$ cat src/rtl/mem_access_ctrl.sv
// -----------------------------------------------------------------------------
// mem_access_ctrl
//
// Bridges the MEM stage of the CPU pipeline to the MIO bus. An aligned
// load/store presented by the MEM stage is latched and driven onto the bus
// until the bus completes it (MIO_ready) or a wait budget expires. While the
// access is pending the whole pipeline is frozen through mem_stall. Misaligned
// accesses and bus timeouts produce a one-cycle mem_err pulse. No bus cycle is
// started for a misaligned access.
//
// Parameters
//   TIMEOUT_CYCLES  REQ-state cycles allowed without MIO_ready (1..255)
//
// Ports
//   clk        in   1   rising-edge clock
//   rst        in   1   asynchronous, active-low reset
//   mem_req    in   1   MEM stage holds a valid load/store
//   mem_we     in   1   1 = store, 0 = load
//   mem_addr   in   32  byte address from the MEM stage
//   mem_wdata  in   32  store data
//   mem_rdata  out  32  load data towards MEM/WB
//   mem_stall  out  1   pipeline freeze (combinational)
//   CPU_MIO    out  1   bus request
//   bus_we     out  1   bus write strobe, only high together with CPU_MIO
//   bus_addr   out  32  latched bus address
//   bus_wdata  out  32  latched bus write data
//   MIO_ready  in   1   bus completion handshake
//   Data_in    in   32  bus read data, valid with MIO_ready
//   mem_err    out  1   one-cycle pulse: misaligned access or bus timeout
// -----------------------------------------------------------------------------
module mem_access_ctrl #(
  parameter int unsigned TIMEOUT_CYCLES = 15
) (
  input  logic        clk,
  input  logic        rst,
  input  logic        mem_req,
  input  logic        mem_we,
  input  logic [31:0] mem_addr,
  input  logic [31:0] mem_wdata,
  output logic [31:0] mem_rdata,
  output logic        mem_stall,
  output logic        CPU_MIO,
  output logic        bus_we,
  output logic [31:0] bus_addr,
  output logic [31:0] bus_wdata,
  input  logic        MIO_ready,
  input  logic [31:0] Data_in,
  output logic        mem_err
);

  localparam int unsigned DATA_W = 32;
  localparam int unsigned WAIT_W = 8;

  // The counter holds the number of REQ cycles already completed, so the
  // cycle that exhausts the budget sees TIMEOUT_CYCLES-1.
  localparam logic [WAIT_W-1:0] TIMEOUT_LAST = WAIT_W'(TIMEOUT_CYCLES - 1);

  typedef enum logic [1:0] {
    IDLE = 2'd0,
    REQ  = 2'd1,
    DONE = 2'd2,
    ERR  = 2'd3
  } state_t;

  state_t              stateCur;
  state_t              stateNxt;
  logic [WAIT_W-1:0]   waitCnt;
  logic [DATA_W-1:0]   addrLatch;
  logic [DATA_W-1:0]   wdataLatch;
  logic                weLatch;
  logic [DATA_W-1:0]   rdataReg;
  logic                aligned;
  logic                timeoutHit;

  // Saturating increment: the wait counter must never wrap back to zero.
  function automatic logic [WAIT_W-1:0] satInc(input logic [WAIT_W-1:0] v);
    if (v == {WAIT_W{1'b1}}) begin
      return v;
    end
    return v + WAIT_W'(1);
  endfunction

  function automatic logic budgetSpent(input logic [WAIT_W-1:0] v);
    return (v >= TIMEOUT_LAST);
  endfunction

  assign aligned    = (mem_addr[1:0] == 2'b00);
  assign timeoutHit = budgetSpent(waitCnt);

  // Next-state logic. MIO_ready is tested before the timeout so a completion
  // in the very cycle the budget runs out still counts as success.
  always_comb begin
    stateNxt = stateCur;
    unique case (stateCur)
      IDLE: begin
        if (mem_req) begin
          stateNxt = aligned ? REQ : ERR;
        end
      end
      REQ: begin
        if (MIO_ready) begin
          stateNxt = DONE;
        end else if (timeoutHit) begin
          stateNxt = ERR;
        end
      end
      DONE:    stateNxt = IDLE;
      ERR:     stateNxt = IDLE;
      default: stateNxt = IDLE;
    endcase
  end

  // State and datapath registers. Everything visible on the ports is cleared
  // by the asynchronous reset so outputs drop without waiting for a clock.
  always_ff @(posedge clk or negedge rst) begin
    if (!rst) begin
      stateCur   <= IDLE;
      waitCnt    <= '0;
      addrLatch  <= '0;
      wdataLatch <= '0;
      weLatch    <= 1'b0;
      rdataReg   <= '0;
    end else begin
      stateCur <= stateNxt;
      unique case (stateCur)
        IDLE: begin
          if (mem_req && aligned) begin
            addrLatch  <= mem_addr;
            wdataLatch <= mem_wdata;
            weLatch    <= mem_we;
            waitCnt    <= '0;
          end
        end
        REQ: begin
          waitCnt <= satInc(waitCnt);
          if (MIO_ready && !weLatch) begin
            rdataReg <= Data_in;
          end
        end
        default: ;
      endcase
      // Failed accesses deliver zero to the pipeline during the ERR cycle.
      if (stateNxt == ERR) begin
        rdataReg <= '0;
      end
    end
  end

  // Outputs: registered values or pure state decodes, except mem_stall which
  // must react to mem_req in the same cycle it is raised.
  assign CPU_MIO   = (stateCur == REQ);
  assign bus_we    = weLatch && (stateCur == REQ);
  assign bus_addr  = addrLatch;
  assign bus_wdata = wdataLatch;
  assign mem_rdata = rdataReg;
  assign mem_err   = (stateCur == ERR);
  assign mem_stall = rst && (((stateCur == IDLE) && mem_req) || (stateCur == REQ));

endmodule

$ cat config.mk
export PLATFORM = sky130hd
export DESIGN_NAME = mem_access_ctrl
export DESIGN_NICKNAME = d
export VERILOG_FILES = /design/src/rtl/mem_access_ctrl.sv
export SDC_FILE = /design/constraint.sdc
export NUM_CORES = 1
export LEC_CHECK = 0
export CAP_MARGIN = 20
export CORE_MARGIN = 1.5
export CORE_UTILIZATION = 38
export DETAILED_ROUTE_END_ITERATION = 8
export GPL_TIMING_DRIVEN = 0
export HOLD_SLACK_MARGIN = 0.02
export PLACE_DENSITY = 0.74
export SLEW_MARGIN = 20
export SYNTH_ARGS = -nofsm -noshare
export SYNTH_HDL_FRONTEND = slang
export SYNTH_SLANG_ARGS = --single-unit
$ cat constraint.sdc
create_clock -name clk -period 2.5 [get_ports clk]
set_input_delay 0.5 -clock clk [delete_from_list [all_inputs] [get_ports clk]]
set_output_delay 0.5 -clock clk [all_outputs]
set_load 0.01 [all_outputs]
==> results_dict.tcl, run 1 <==
set metrics [dict create \
    status "complete, no violations" \
    clock_skew_ps 5.120 \
    cp_common_cell "clkdlybuf4s50_1" \
    ios 201 \
    min_period_over_period_pct 97.02 \
    placed_cells 815 \
    crit_family "buffers and inverters" \
    yosysTopAreaCell "dfrtp_1" \
    crit_buf_inv 2 \
    cts_made_buffers 9 \
    chipHeight_um 110.9 \
    yosysWarnings 0 \
    max_freq_mhz 412.3 \
    synth_area_per_cell_um2 9.391 \
    instances_no_fill 831 \
    h-tree-depth 3 \
    grt_antenna_before_repair 0 \
    synth.distinct_cells 34 \
    synth.area.top_cells "dfrtp_1 (61%), nand2_1 (22%), a21oi_2 (5.9%)" \
    worstPathMaxFanout 3 \
    clkLatencyLatePin_ps 340 \
    setup_slack_ps 74.62 \
    io_buffers 200 \
    grt_pass1_wl_um 19970 \
    dieArea_um2 12300 \
    yosys.area.top_type_share_pct 60.54 \
    track_usage_pct 20.18 \
    worstSetupStartpointType "input port" \
    dpl_worst_slack_ps 48.79 \
    cap_violations 0 \
    ctsResizeCount 0 \
    grt_max_degree 57 \
    initialDrtViolationCount 230 \
    path_clk_slew_ps 70 \
    rsz0062_at_grt "no" \
    regArea_um2 2678 \
    cp.arrival_ps 1930 \
    antennaDiodeCount 0 \
    synth_area_um2 4423 \
    hpwl_um 9009 \
    row_count 39 \
    cts_tree "built" \
    drt_wl_total_um 12000 \
    min_path_type "in -> async" \
    worst_setup_path_end_kind "output pin" \
    irDropWorstVdd_mv 0.5820 \
    yosysSeqAreaShare_pct 60.54 \
    cts_setup_buffers 0 \
    finalCoreUtilization_pct 60.58 \
    cpPeakStageDelay_ps 590 \
    slew_headroom_pct 59.54 \
    final_nets 786 \
    power_density_nw_per_um2 1169 \
    crit_chain "clkdlybuf4s50_1, nor2_1, nor3b_1, clkdlybuf4s50_1" \
    ant_nets 0 \
    finalSetupViolCount 0 \
    drtPass1Iterations 4 \
    finalMaxSlewViolations 0 \
    gr-total-overflow 0 \
    synth_seq_cells 107 \
    gp_congestion 0.7885 \
    wire_per_inst_um 14.44 \
    syn-num-nets 574 \
    cts-root-buf "clkbuf_16" \
    grt_pass1_vias 4133 \
    multi_input_area_um2 1597 \
    leakage_nw 3.154 \
    tightest_slew_ps 601.9 \
    path_class "in -> out" \
    period_needed_ps 2425 \
    drive_above_1_share_pct 9.157 \
    route.detailed.drc 0 \
    cts.sinks 107 \
    die_x_um 110.9 \
    crit_path_top_delay_cell "clkdlybuf4s50_1" \
    area_growth_pct 55.73 \
    setup-tns-final_ps 0 \
    postCtsHoldBufs 0 \
    clockBufferDepth 2 \
    finalPower_mw 8.054 \
    fillers 983 \
    start_util_pct 38.90 \
    hold_violations 0 \
    cp.required_ps 2000 \
    vias 3952 \
    synthCells 471 \
    core_area_um2 11370 \
    via_per_inst 4.756 \
]
## layout make-up
cell class	instances	share of cell area, %
Multi-Input combinational cell	336	23.18
Clock inverter	3	0.2180
Buffer	26	2.053
Sequential cell	107	38.87
Inverter	2	0.1090
Tap cell	143	2.598
Timing Repair Buffer	201	29.48
Clock buffer	13	3.488
## cell families after synthesis
| kind of cell | synth area share, % |
|---|---|
| AO/OA/AOI/OAI | 9.052 |
| XOR/XNOR | 0.3961 |
| adder cells (fa/ha/maj) | 0.5657 |
| buffers and inverters | 3.366 |
| flip-flops | 60.54 |
| AND/OR/NAND/NOR | 26.08 |
## sequential cells by signal, indices dropped and copies added (netlist names)
signal	flops
mem_rdata	32
stateCur	2
bus_addr	32
weLatch	1
bus_wdata	32
waitCnt	8
## worst register-to-register path, cell delays in order, from the launching register on
cell	delay, ps
dfrtp_1	360
buf_2	170
nor4_2	590
buf_2	330
buf_2	250
nand2_1	90
nand2_1	60
## where the power goes
| part | internal, mW | leakage (nW) | switching, mW |
|---|---|---|---|
| clock | 0.673 | 0.127 | 0.591 |
| sequential | 2.58 | 1.38 | 0.512 |
| combinational | 2.06 | 1.65 | 1.65 |
## final timing paths
check,end,depth (start not counted),slack (ps),startpoint
hold reg to reg,bus_wdata[8]$_DFFE_PN0P_,2,480,bus_wdata[8]$_DFFE_PN0P_
setup / recovery,mem_stall,4,70,mem_req
min in group clk,bus_wdata[8]$_DFFE_PN0P_,2,480,bus_wdata[8]$_DFFE_PN0P_
hold / removal,mem_rdata[21]$_DFFE_PN0P_,1,100,rst
max in group asynchronous,bus_addr[6]$_DFFE_PN0P_,2,1760,rst
setup reg to reg,bus_wdata[6]$_DFFE_PN0P_,6,590,stateCur[1]$_DFF_PN0_
## per-layer routing
layer | track usage [%] | vias to the layer above | share of wire (%)
met2 | 33.70 | 151 | 47
met1 | 24.96 | 1875 | 43
met5 | 0 | - | 0
met4 | 6.667 | 0 | 1.6
met3 | 6.233 | 15 | 8.4
li1 | - | 1911 | -
## synth_stat cells, drive strengths merged
cell type    n
a211oi       1
a21oi       35
and2         4
and3         1
and3b        1
and4b        1
buf         13
clkbuf      13
dfrtp      107
ha           2
inv          2
nand2      256
nand2b       2
nand3        4
nand3b       1
nand4        2
nor2         4
nor2b        1
nor3b        1
nor4         1
o211a        1
o211ai       3
o21a         1
o21ai        5
o31ai        1
o32ai        1
or3          2
or4          3
xor2         2
## cell usage in the layout (no fill, tap or decap), types with 2 or more instances in the layout
cell type | synthesis | routed
nand2_1 | 256 | 256
clkdlybuf4s50_1 | 0 | 199
dfrtp_1 | 107 | 107
a21oi_2 | 30 | 30
clkbuf_1 | 13 | 17
clkbuf_16 | 0 | 9
buf_2 | 8 | 8
a21oi_1 | 5 | 5
buf_6 | 4 | 5
o21ai_0 | 5 | 5
nor2_1 | 4 | 4
and2_1 | 4 | 4
nand3_1 | 4 | 4
o211ai_1 | 3 | 3
clkinv_2 | 0 | 3
inv_1 | 2 | 2
or4_1 | 2 | 2
nand4_1 | 2 | 2
or3_1 | 2 | 2
xor2_1 | 2 | 2
ha_1 | 2 | 2
## through the flow
stage	hold slack (ps)	cell area [µm²]
final	103.6	6888
after global routing	135.8	6888
after CTS	124.4	6888
after detailed placement	463.2	6633
after global placement	456.0	6604
after floorplan	204.4	4423
Power figures use the tool's default switching activity.
==> run 2: changes to the inputs <==
--- a/config.mk
+++ b/config.mk
@@ -11,7 +11,7 @@
 export DETAILED_ROUTE_END_ITERATION = 8
 export GPL_TIMING_DRIVEN = 0
 export HOLD_SLACK_MARGIN = 0.02
-export PLACE_DENSITY = 0.74
+export PLACE_DENSITY = 0.77
 export SLEW_MARGIN = 20
 export SYNTH_ARGS = -nofsm -noshare
 export SYNTH_HDL_FRONTEND = slang
==> constraint.sdc (replaced) <==
create_clock -name clk -period 2.1 [get_ports clk]
set_input_delay 0.42 -clock clk [delete_from_list [all_inputs] [get_ports clk]]
set_output_delay 0.42 -clock clk [all_outputs]
set_load 0.01 [all_outputs]
==> results_dict.tcl, run 2 (same netlist as run 1, synthesis figures left out) <==
set metrics [dict create \
    worstPathMaxFanout 9 \
    power_density_nw_per_um2 1401 \
    ant_nets 0 \
    initialDrtViolationCount 189 \
    grt_max_degree 67 \
    grt_pass1_wl_um 19120 \
    cts_made_buffers 9 \
    worst_setup_path_end_kind "output pin" \
    layout_common_cells "nand2_1 (256), clkdlybuf4s50_1 (197), dfrtp_1 (106)" \
    grt_pass1_vias 4024 \
    path_class "reg -> out" \
    track_usage_pct 19.06 \
    cts-root-buf "clkbuf_16" \
    chipHeight_um 110.9 \
    stdcell_area_um2 6988 \
    grt_antenna_before_repair 0 \
    status "complete, but fails checks" \
    path_clk_slew_ps 70 \
    min_period_over_period_pct 96.17 \
    clock_skew_ps 5.833 \
    area_growth_pct 57.99 \
    drtPass1Iterations 4 \
    p_clk_share_pct 17.1 \
    via_per_inst 4.733 \
    cp.required_ps 1680 \
    io_buffers 200 \
    reg2reg_depth 6 \
    row_count 39 \
    irDropWorstVdd_mv 0.8054 \
    fillers 956 \
    finalSetupViolCount 0 \
    vias 3943 \
    cts_tree "built" \
    dieArea_um2 12300 \
    worstSetupStartpointType "register" \
    regArea_um2 2679 \
    min_path_type "in -> async" \
    final_common_cell "nand2_1" \
    hpwl_um 8639 \
    leakage_nw 3.212 \
    p_int_mw 6.491 \
    drive_above_1_share_pct 10.00 \
    route.detailed.drc 0 \
    multi_input_area_um2 1602 \
    ios 201 \
    finalMaxSlewViolations 0 \
    drt_wl_total_um 11620 \
    power_frac_comb_pct 45.2 \
    p_sw_share_pct 33.68 \
    tightest_slew_ps 615.5 \
    cp.arrival_ps 1600 \
    gr-total-overflow 0 \
    hold_violations 64 \
    core_area_um2 11370 \
    placed_cells 815 \
    cts.sinks 107 \
    seqPwrFrac_pct 37.6 \
    slew_headroom_pct 58.62 \
    clockBufferDepth 2 \
    period_needed_ps 2020 \
    gp_congestion 0.8036 \
    clkLatencyLatePin_ps 340 \
    violations "negative hold slack" \
    p_sw_mw 3.297 \
    rsz0062_at_grt "no" \
    worst_hold_slack_ps -56.00 \
    die_x_um 110.9 \
    instances_no_fill 833 \
    h-tree-depth 3 \
    wire_per_inst_um 13.95 \
    cap_violations 0 \
    start_util_pct 38.90 \
    final_nets 788 \
    antennaDiodeCount 0 \
    placed_area_um2 6625 \
    max_freq_mhz 495.2 \
]
[run 2: stage by stage]
stage	TNS (ps)	total power, mW	hold WS (ps)	setup slack (ps)	utilization [%]
3_5_place_dp	-19760	8.144	444.5	-377.2	58.27
3_3_place_gp	-378230	7.986	458.5	-3626	58.08
2_1_floorplan	0	5.539	124.4	450.8	-
5_1_grt	0	10.39	-43.26	14.70	61.46
6_report	0	9.787	-56.00	80.47	61.46
4_1_cts	0	9.892	-49.41	47.10	61.46
[run 2: area by class of cell]
type	count	share of cell area [%]
Buffer	26	2.023
Clock buffer	11	3.474
Clock inverter	5	0.7520
Inverter	2	0.1074
Multi-Input combinational cell	336	22.92
Sequential cell	107	38.33
Tap cell	143	2.560
Timing Repair Buffer	203	29.83
[run 2: power groups by stage]
stage	Sequential, mW	Clock (mW)	Combinational [mW]
after detailed placement	3.72	0	4.42
after CTS	3.69	1.72	4.48
after floorplan	4.09	0	1.45
final	3.68	1.68	4.43
after global routing	3.80	1.80	4.79
after global placement	3.66	0	4.33
[run 2: worst max-delay path, stage by stage (launching register included)]
cell and delay, ps:
dfrtp_1 360, buf_2 180, nor2b_4 150, clkdlybuf4s50_1 570
[run 2: timing repair]
action | 4_1_cts | 5_1_grt
endpoints found under the setup margin | 3 | 0
resized for setup | 8 | 0
setup buffers | 1 | 0
endpoints found under the hold margin | 64 | 64
[run 2: worst paths after layout]
kind / startpoint / end / slack [ps]
min in group clk: bus_addr[25]$_DFFE_PN0P_ / bus_addr[25]$_DFFE_PN0P_ / 470
max in group asynchronous: rst / mem_rdata[27]$_DFFE_PN0P_ / 1570
worst min-delay path: rst / mem_rdata[22]$_DFFE_PN0P_ / -60
worst min register to register: bus_addr[25]$_DFFE_PN0P_ / bus_addr[25]$_DFFE_PN0P_ / 470
worst max-delay path: stateCur[1]$_DFF_PN0_ / CPU_MIO / 80
worst max register to register: stateCur[1]$_DFF_PN0_ / bus_wdata[2]$_DFFE_PN0P_ / 170
[run 2: per-layer routing]
layer | wire (µm) | global-route usage (%)
met3 | 929 | 6.288
met5 | 0 | 0
met1 | 4951 | 23.27
met2 | 5501 | 31.11
met4 | 237 | 7.863
==> run 3: changes to the inputs <==
--- a/config.mk
+++ b/config.mk
@@ -5,6 +5,7 @@
 export SDC_FILE = /design/constraint.sdc
 export NUM_CORES = 1
 export LEC_CHECK = 0
+export ABC_CLOCK_PERIOD_IN_PS = 2100
 export CAP_MARGIN = 20
 export CORE_MARGIN = 1.5
 export CORE_UTILIZATION = 38
==> results of run 3 <==
The final DEF is identical to that of run 2; final timing and power are the same.
